<file path="config.mk">
export PLATFORM = sky130hd
export DESIGN_NAME = div_32_16_seq
export DESIGN_NICKNAME = d
export VERILOG_FILES = /design/src/rtl/div_pkg.sv /design/src/rtl/div_32_16_seq_twos_abs.sv /design/src/rtl/div_32_16_seq.sv
export SDC_FILE = /design/constraint.sdc
export NUM_CORES = 1
export LEC_CHECK = 0
export ABC_AREA = 1
export BUFFER_PORTS_ARGS = -buffer_cell sky130_fd_sc_hd__buf_2
export CAP_MARGIN = 20
export CORE_ASPECT_RATIO = 0.8
export CORE_UTILIZATION = 40
export DETAILED_ROUTE_END_ITERATION = 6
export PLACE_DENSITY = 0.56
export SETUP_SLACK_MARGIN = 0.02
export SLEW_MARGIN = 20
export SYNTH_ARGS = -nofsm -noshare
export SYNTH_HDL_FRONTEND = slang
export SYNTH_SLANG_ARGS = --single-unit
</file>
<file path="constraint.sdc">
create_clock -name sys_clk -period 3.75 [get_ports sys_clk]
set_input_delay 0.1875 -clock sys_clk [delete_from_list [all_inputs] [get_ports sys_clk]]
set_output_delay 0.1875 -clock sys_clk [all_outputs]
set_load 0.02 [all_outputs]
</file>
<file path="src/rtl/div_pkg.sv">
// Shared constants for the 32/16 sequential signed divider.
package div_pkg;

  localparam int DIVISOR_W  = 16;
  localparam int DIVIDEND_W = 2 * DIVISOR_W;
  localparam int ITER_CNT_W = 5;

  // FSM encoding kept as plain 2-bit constants for compatibility with older tools.
  localparam logic [1:0] ST_IDLE = 2'd0;
  localparam logic [1:0] ST_CALC = 2'd1;
  localparam logic [1:0] ST_FIX  = 2'd2;
  localparam logic [1:0] ST_DONE = 2'd3;

  // Quotient reported when the divisor is zero.
  localparam logic [DIVIDEND_W-1:0] DIV0_QUOT = 32'hFFFF_FFFF;

  // Counter value of the final restoring iteration.
  localparam logic [ITER_CNT_W-1:0] LAST_ITER = 5'd31;

endpackage

</file>
<file path="src/rtl/div_32_16_seq_twos_abs.sv">
// Two's-complement magnitude / conditional negate unit.
// abs mode (neg_mode_i=0): negate when the input is negative, giving |val_i|.
// negate mode (neg_mode_i=1): negate when neg_req_i is set (sign correction).
// The most negative input yields 2^(W-1), which is exact as an unsigned W-bit value.
module twos_abs #(
  parameter int W = 16
) (
  input  logic [W-1:0] val_i,
  input  logic         neg_mode_i,
  input  logic         neg_req_i,
  output logic [W-1:0] mag_o,
  output logic         sign_o
);

  logic do_neg;

  // Select the negate condition and apply ~x+1 at width W.
  always_comb begin
    sign_o = val_i[W-1];
    do_neg = neg_mode_i ? neg_req_i : val_i[W-1];
    mag_o  = do_neg ? (~val_i + W'(1)) : val_i;
  end

endmodule

</file>
<file path="src/rtl/div_32_16_seq.sv">
// Sequential signed divider: 32-bit dividend / 16-bit divisor, radix-2
// restoring on magnitudes, one quotient bit per clock, then sign fix-up.
module div_32_16_seq
  import div_pkg::*;
(
  input  logic                  sys_clk,
  input  logic                  sys_rst_n,
  input  logic                  start,
  input  logic [DIVIDEND_W-1:0] A_NUM,
  input  logic [DIVISOR_W-1:0]  B_NUM,
  output logic                  busy,
  output logic                  done,
  output logic [DIVIDEND_W-1:0] Q_NUM,
  output logic [DIVISOR_W-1:0]  R_NUM,
  output logic                  div_zero
);

  logic [1:0]            state_q, state_d;
  logic [ITER_CNT_W-1:0] cnt_q, cnt_d;
  // dvd_q shifts the dividend out of its MSB while quotient bits enter at the LSB.
  logic [DIVIDEND_W-1:0] dvd_q, dvd_d;
  logic [DIVISOR_W-1:0]  rem_q, rem_d;
  logic [DIVISOR_W-1:0]  dsr_q, dsr_d;
  logic                  sign_a_q, sign_a_d;
  logic                  sign_b_q, sign_b_d;
  logic [DIVISOR_W-1:0]  a_lo_q, a_lo_d;
  logic                  div0_pend_q, div0_pend_d;
  logic                  busy_q, busy_d;
  logic                  done_q, done_d;
  logic [DIVIDEND_W-1:0] q_num_q, q_num_d;
  logic [DIVISOR_W-1:0]  r_num_q, r_num_d;
  logic                  div_zero_q, div_zero_d;

  // The two sign units are shared: operand magnitudes in IDLE, result correction in FIX.
  logic                  in_fix;
  logic [DIVIDEND_W-1:0] abs_a_in, abs_a_out;
  logic [DIVISOR_W-1:0]  abs_b_in, abs_b_out;
  logic                  abs_a_sign, abs_b_sign;

  logic [DIVISOR_W:0]    partial;
  logic                  ge;

  // Route operands or results into the shared sign units.
  always_comb begin
    in_fix   = (state_q == ST_FIX);
    abs_a_in = in_fix ? dvd_q : A_NUM;
    abs_b_in = in_fix ? rem_q : B_NUM;
  end

  twos_abs #(.W(DIVIDEND_W)) u_abs_a (
    .val_i      (abs_a_in),
    .neg_mode_i (in_fix),
    .neg_req_i  (sign_a_q ^ sign_b_q),
    .mag_o      (abs_a_out),
    .sign_o     (abs_a_sign)
  );

  twos_abs #(.W(DIVISOR_W)) u_abs_b (
    .val_i      (abs_b_in),
    .neg_mode_i (in_fix),
    .neg_req_i  (sign_a_q),
    .mag_o      (abs_b_out),
    .sign_o     (abs_b_sign)
  );

  // One restoring step: 17-bit compare covers a divisor magnitude of 2^15.
  always_comb begin
    partial = {rem_q, dvd_q[DIVIDEND_W-1]};
    ge      = (partial >= {1'b0, dsr_q});
  end

  // Next-state and datapath control for IDLE -> CALC -> FIX -> DONE.
  always_comb begin
    state_d     = state_q;
    cnt_d       = cnt_q;
    dvd_d       = dvd_q;
    rem_d       = rem_q;
    dsr_d       = dsr_q;
    sign_a_d    = sign_a_q;
    sign_b_d    = sign_b_q;
    a_lo_d      = a_lo_q;
    div0_pend_d = div0_pend_q;
    busy_d      = busy_q;
    // done is the registered image of the DONE state, so it lands one cycle later.
    done_d      = (state_q == ST_DONE);
    q_num_d     = q_num_q;
    r_num_d     = r_num_q;
    div_zero_d  = div_zero_q;

    case (state_q)
      ST_IDLE: begin
        if (start) begin
          dvd_d       = abs_a_out;
          dsr_d       = abs_b_out;
          rem_d       = '0;
          sign_a_d    = abs_a_sign;
          sign_b_d    = abs_b_sign;
          a_lo_d      = A_NUM[DIVISOR_W-1:0];
          div0_pend_d = (B_NUM == '0);
          cnt_d       = '0;
          busy_d      = 1'b1;
          state_d     = ST_CALC;
        end
      end
      ST_CALC: begin
        // Low bits of the difference are exact because the result is < divisor.
        rem_d = ge ? (partial[DIVISOR_W-1:0] - dsr_q) : partial[DIVISOR_W-1:0];
        dvd_d = {dvd_q[DIVIDEND_W-2:0], ge};
        cnt_d = cnt_q + ITER_CNT_W'(1);
        if (cnt_q == LAST_ITER) begin
          state_d = ST_FIX;
        end
      end
      ST_FIX: begin
        q_num_d    = div0_pend_q ? DIV0_QUOT : abs_a_out;
        r_num_d    = div0_pend_q ? a_lo_q : abs_b_out;
        div_zero_d = div0_pend_q;
        state_d    = ST_DONE;
      end
      default: begin
        busy_d  = 1'b0;
        state_d = ST_IDLE;
      end
    endcase
  end

  // State registers; reset aborts any operation in flight.
  always_ff @(posedge sys_clk or negedge sys_rst_n) begin
    if (!sys_rst_n) begin
      state_q     <= ST_IDLE;
      cnt_q       <= '0;
      dvd_q       <= '0;
      rem_q       <= '0;
      dsr_q       <= '0;
      sign_a_q    <= 1'b0;
      sign_b_q    <= 1'b0;
      a_lo_q      <= '0;
      div0_pend_q <= 1'b0;
      busy_q      <= 1'b0;
      done_q      <= 1'b0;
      q_num_q     <= '0;
      r_num_q     <= '0;
      div_zero_q  <= 1'b0;
    end else begin
      state_q     <= state_d;
      cnt_q       <= cnt_d;
      dvd_q       <= dvd_d;
      rem_q       <= rem_d;
      dsr_q       <= dsr_d;
      sign_a_q    <= sign_a_d;
      sign_b_q    <= sign_b_d;
      a_lo_q      <= a_lo_d;
      div0_pend_q <= div0_pend_d;
      busy_q      <= busy_d;
      done_q      <= done_d;
      q_num_q     <= q_num_d;
      r_num_q     <= r_num_d;
      div_zero_q  <= div_zero_d;
    end
  end

  assign busy     = busy_q;
  assign done     = done_q;
  assign Q_NUM    = q_num_q;
  assign R_NUM    = r_num_q;
  assign div_zero = div_zero_q;

endmodule

</file>
# After elaboration in Yosys (flattened, before gate mapping)
# Index checks and enable logic that the tools add are counted.
op_classes:
  addsub: 4
  n_lt_le_gt_ge: 1
  eq_ne: 6
  n_mux: 20
  bitwise: 4
  reduce_logical: 8
ops:
  columns: ["op", "n"]
  rows:
  - ["2-to-1 mux 32 bit", 4]
  - ["2-to-1 mux 16 bit", 5]
  - ["case mux 32 bit (2 select lines)", 1]
  - ["adder 32 x 1 -> 32 bit (second input constant)", 1]
  - ["NOT 32 bit", 1]
  - ["case mux 16 bit (2 select lines)", 1]
  - ["greater-or-equal comparator 17 x 16 -> 1 bit", 1]
  - ["adder 16 x 1 -> 16 bit (second input constant)", 1]
  - ["zero test 16 bit", 1]
  - ["NOT 16 bit", 1]
  - ["subtractor 16 bit", 1]
  - ["case mux 5 bit (2 select lines)", 1]
  - ["AND reduction 2 bit", 4]
  - ["case mux 2 bit (3 select lines)", 1]
  - ["adder 5 x 1 -> 5 bit (second input constant)", 1]
  - ["== test 5 bit (second input constant)", 1]
  - ["2-to-1 mux 5 bit", 1]
  - ["== test 2 bit (second input constant)", 2]
  - ["2-to-1 mux 2 bit", 2]
  - ["!= test 2 bit (second input constant)", 2]
  - ["2-to-1 mux 1 bit", 3]
  - ["== test 2 x 1 -> 1 bit (second input constant)", 1]
  - ["zero test 2 bit", 1]
  - ["case mux 1 bit (2 select lines)", 1]
  - ["4 further kinds", 4]
totals:
  register_bits: 141
  elab_cells: 57

# Depth between registers and ports, before layout
depth:
  ltp_word: 7
  mapped_depth: 19
  mapped_depth_nobuf: 16

# Hierarchy
# From an unflattened synthesis, not the netlist that was laid out.
hier_totals:
  hier_cells: 1363
  hier_area_um2: 9337.7
modules_own_cells:
  columns: ["module", "instances", "cells_per_inst", "area_per_inst_um2"]
  rows:
  - ["div_32_16_seq", 1, 1030, 7801.2]
  - ["twos_abs (u_abs_a)", 1, 234, 1042.2]
  - ["twos_abs (u_abs_b)", 1, 99, 494.2]

# Worst setup path after synthesis
# No wires, ideal clock.
synth_path:
  path_kind: "flip-flop to flip-flop"
  startpoint: "register state_q[0]"
  endpoint: "register q_num_q[26], in the netlist Q_NUM[26]"
  setup_time_ps: 119
  arrival_ps: 2029
  setup_slack_ps: 1602
  stages_incl_launch_ff: 18
  synth_period_minus_slack_ps: 2148
  cell_sequence: "dfrtp_1 -> inv_1 -> ha_1 -> buf_6 -> inv_4 -> buf_6 -> nand2_1 -> nand2_2 -> ha_1 -> nand2_1 -> nor2_4 -> nand3_4 -> nor2_4 -> nand2_1 -> nand2_1 -> nand3_1 -> nand3_1 -> nand2_1"
synth_via:
  elab_chain_cells: 6
synth_lines:
  columns: ["element", "line", "rtl"]
  rows:
  - ["from (decl)", "div_32_16_seq.sv:18", "logic [1:0] state_q, state_d;"]
  - ["from (signal assigned)", "div_32_16_seq.sv:145", "state_q <= state_d;"]
  - ["== test 2 bit (*)", "div_32_16_seq.sv:45, div_32_16_seq.sv:90", null]
  - ["2-to-1 mux 32 bit", "div_32_16_seq.sv:46", "abs_a_in = in_fix ? dvd_q : A_NUM;"]
  - ["NOT 32 bit", "div_32_16_seq_twos_abs.sv:21", "mag_o = do_neg ? (~val_i + W'(1)) : val_i;"]
  - ["adder 32 x 1 -> 32 bit", "div_32_16_seq_twos_abs.sv:21", null]
  - ["2-to-1 mux 32 bit", "div_32_16_seq_twos_abs.sv:21", null]
  - ["2-to-1 mux 32 bit", "div_32_16_seq.sv:115", "q_num_d = div0_pend_q ? DIV0_QUOT : abs_a_out;"]
  - ["to (signal assigned)", "div_32_16_seq.sv:156", "q_num_q <= q_num_d;"]
  - ["to (decl)", "div_32_16_seq.sv:30", "logic [DIVIDEND_W-1:0] q_num_q, q_num_d;"]
# Every way passes the cells marked *; elsewhere a longest branch is shown, timed or not.
# A chain may end at the register's enable or synchronous reset.

# Worst setup path after layout
layout_path:
  startpoint: "register state_q[0]"
  endpoint: "register dvd_q[10]"
layout_via:
  elab_chain_cells: 7
layout_lines:
  columns: ["element", "line", "rtl"]
  rows:
  - ["== test 2 bit", "div_32_16_seq.sv:45", "in_fix = (state_q == ST_FIX);"]
  - ["2-to-1 mux 32 bit", "div_32_16_seq.sv:46", null]
  - ["NOT 32 bit", "div_32_16_seq_twos_abs.sv:21", null]
  - ["adder 32 x 1 -> 32 bit", "div_32_16_seq_twos_abs.sv:21", null]
  - ["2-to-1 mux 32 bit", "div_32_16_seq_twos_abs.sv:21", null]
  - ["2-to-1 mux 32 bit", "div_32_16_seq.sv:92", "if (start) begin"]
  - ["case mux 32 bit (2 select lines)", "div_32_16_seq.sv:90", "case (state_q)"]
  - ["to (signal assigned)", "div_32_16_seq.sv:147", "dvd_q <= dvd_d;"]
  - ["to (decl)", "div_32_16_seq.sv:21", "logic [DIVIDEND_W-1:0] dvd_q, dvd_d;"]
# Parallel ways exist; a longest one is shown, timed or not. The select of a mux whose other input is x is not followed.

==> results_dict.tcl <==
set metrics [dict create \
    hold_class "input port to flop" \
    area_growth_pct 14.65 \
    drtAntennaViolNets 0 \
    viasPerCell 5.125 \
    syn-num-nets 1361 \
    synthesis.area_sq_mm 0.009089 \
    drt_iter0_drc 854 \
    root_buffer "clkbuf_16" \
    final_max_slew_viol_count 0 \
    grt_pass1_vias 7955 \
    hpwlAfterDp_microns 21330 \
    synth_top_family_by_area "simple AND/OR/NAND/NOR gates" \
    hold_violations 0 \
    place_congestion 0.9353 \
    synth_warnings 0 \
    cts.sinks 141 \
    slew_headroom 0.3167 \
    synthXorXnorAreaFrac 0.03263 \
    reg2reg_to "dvd_q[10]" \
    p_sw_uw 5475 \
    grt_util_all_layers 0.2573 \
    intPower_uw 5379 \
    finalSetupViolCount 0 \
    antenna_found_initial 0 \
    cts_tree "built" \
    fmax_ghz 0.3394 \
    dieArea_sq_mm 0.02333 \
    reg2reg_slack_ps 800 \
    hold_slack_ps 49.46 \
    topRoutingLayerUsed "met4" \
    r2r_cells 15 \
    grt_start_max_net_pins 81 \
    cts.clk_slew.worst_paths_ps 60 \
    n_antenna_cell 0 \
    vias 8620 \
    synth-simple-area-share 0.3248 \
    h-tree-depth 4 \
    swShare 0.5044 \
    critPathArrivalTime_ps 3310 \
    async_flop_share 1.000 \
    finalNonFillerCells 1682 \
    synth.area.mux_share 0 \
    wl_met3_microns 2617 \
    tightest_slew_ps 1024 \
    synth_edf_count 0 \
    fin_tns_setup_ps 0 \
    avgSynthCellArea_sq_um 7.078 \
    synthFlopType "dfrtp_1" \
    rsz0062_at_grt "no" \
    wl_microns 28640 \
    netlist_instances 1284 \
    startpoint_type "flop" \
    clkPwrFrac 0.155 \
    synthAdderAreaFrac 0.03662 \
    cts_resized 0 \
    p_leak_uw 0.005400 \
    routedWlPerCell_microns 17.03 \
    cts_hold_buf 1 \
    critPathLaunch "state_q[0]" \
    numCtsBuffers 17 \
    clk_latency_ps 430 \
    dr.pass1.iters 5 \
    layout_common_cells "nand2_1, inv_1, dfrtp_1" \
    crit_end "dvd_q[10]" \
    rows 48 \
    core_region_area_sq_mm 0.02192 \
    ys_seq_elements 141 \
    period_share 0.7857 \
    clockBufferDepth 2 \
    p_seq_frac 0.246 \
    final_nets 1446 \
    post_cts_buffers 0 \
    wl_met2_microns 11100 \
    ys_seq_area_frac 0.3882 \
    die_w_microns 170.5 \
    critPathRequiredTime_ps 4120 \
    pwr-share-comb 0.599 \
    endpoint_kind "flop" \
    power_density_mw_per_mm2 1042 \
    drive_above_1_share 0.1483 \
    r2r_start "state_q[0]" \
    status "finished clean" \
    fin_skew_ps 6.289 \
    period_needed_ps 2946 \
    die_h_microns 136.8 \
    grt-ovfl-total 0 \
    grt_pass1_wl_microns 44880 \
    fillCellCount 2270 \
    synth_compound_area_frac 0.1218 \
    io_pins 102 \
    m1WireLength_microns 14690 \
    dpl.cell_count 1649 \
    portBuffers 101 \
    synthDistinctLibCells 45 \
    vdd_drop_max_mv 0.4745 \
    worst-path-max-fanout 68 \
    layout_commonest_cell "nand2_1" \
    drc 0 \
    initial_core_util 0.4146 \
    cap_violations 0 \
    crit_type "flop to flop" \
]
[cells by family after synthesis]
family / count (synthesis)
simple gates: 693
flops: 141
fa+ha+maj: 26
compound gates: 184
xor+xnor: 33
buf+inv: 207
[cell type report]
cell class / count / area, sq um / area share
Inverter: 159 / 599.3 / 0.05752
Sequential cell: 141 / 3528 / 0.3386
Tap cell: 300 / 375.4 / 0.03602
Timing Repair Buffer: 114 / 624.3 / 0.05992
Multi-Input combinational cell: 936 / 4707 / 0.4517
Clock buffer: 27 / 533.0 / 0.05115
Clock inverter: 5 / 52.55 / 0.005043
[worst min-delay path by stage]
stage | slack (ps) | depth (start not counted) | from | to
3_5_place_dp | 310 | 1 | sys_rst_n | Q_NUM[25]
4_1_cts | 20 | 3 | A_NUM[4] | a_lo_q[4]
5_1_grt | 40 | 3 | A_NUM[7] | a_lo_q[7]
6_report | 50 | 3 | A_NUM[7] | a_lo_q[7]
3_3_place_gp | 300 | 1 | sys_rst_n | a_lo_q[13]
2_1_floorplan | -110 | 0 | sys_rst_n | Q_NUM[0]
[metrics by stage]
stage / total power [uW] / util / instance area [sq um] / worst slack, ps
2_1_floorplan: 7398 / - / 9089 / 1602
3_3_place_gp: 9072 / 0.4482 / 9824 / 882.0
3_5_place_dp: 9104 / 0.4482 / 9824 / 839.2
4_1_cts: 10850 / 0.4753 / 10420 / 820.2
5_1_grt: 11810 / 0.4753 / 10420 / 525.4
6_report: 10850 / 0.4753 / 10420 / 803.8
[critical path, stage by stage, from the launching register on]
cell and delay (ps):
dfrtp_1 430, inv_1 150, ha_4 410, buf_12 330, nand2_1 150, inv_1 120, nor2_4 50, ha_1 200
nand2_1 110, nor2_4 50, nand3_4 90, nor2_4 50, nor2_1 100, xor2_1 420, nand2_1 100, nand2_1 80
[synthesized netlist by cell type, types with 2 or more instances]
cell	number	area share
a22o_1	7	0.0067
inv_2	5	0.0021
nand2_4	3	0.0037
dfrtp_1	141	0.39
xnor2_1	13	0.013
nand2_2	16	0.011
nand2_1	435	0.18
o31ai_1	2	0.0017
buf_1	5	0.0021
nand3_1	101	0.056
nor2_4	5	0.0062
a21oi_1	49	0.027
o21bai_1	14	0.012
o21bai_2	2	0.0025
a21oi_2	2	0.0019
nor4_1	4	0.0028
o21ai_2	10	0.0096
o21ai_1	14	0.0077
nand4_1	8	0.0055
xor2_1	19	0.018
ha_1	25	0.034
inv_1	150	0.062
buf_2	11	0.0061
buf_4	5	0.0041
clkbuf_1	19	0.0078
nand3b_1	4	0.0033
buf_6	8	0.0099
a21o_1	2	0.0017
o211ai_1	5	0.0041
o221ai_1	5	0.0048
nor2_2	11	0.0076
nor2_1	95	0.039
o21ai_0	51	0.028
nor3_1	4	0.0022
or2_1	2	0.0014
clkinv_1	3	0.0012
o22ai_1	21	0.014
[power groups by stage]
stage               Sequential (uW)  Clock, uW  Combinational [uW]
floorplan                      2890          0                4510
global placement               2670          0                6400
CTS                            2660       1710                6470
detailed placement             2680          0                6430
global route                   2750       1770                7300
finish                         2670       1680                6500
[registers in the layout, summed over array words and instances (netlist names), 2 cells and up]
signal	cells
Q_NUM	32
dvd_q	32
R_NUM	16
a_lo_q	16
dsr_q	16
rem_q	16
cnt_q	5
state_q	2
[layer usage]
layer | track usage | vias up
met5 | 0 | -
met1 | 0.4053 | 4027
li1 | - | 4265
met4 | 0.05405 | 0
met3 | 0.07548 | 17
met2 | 0.3356 | 311
Power figures use the tool's default switching activity.
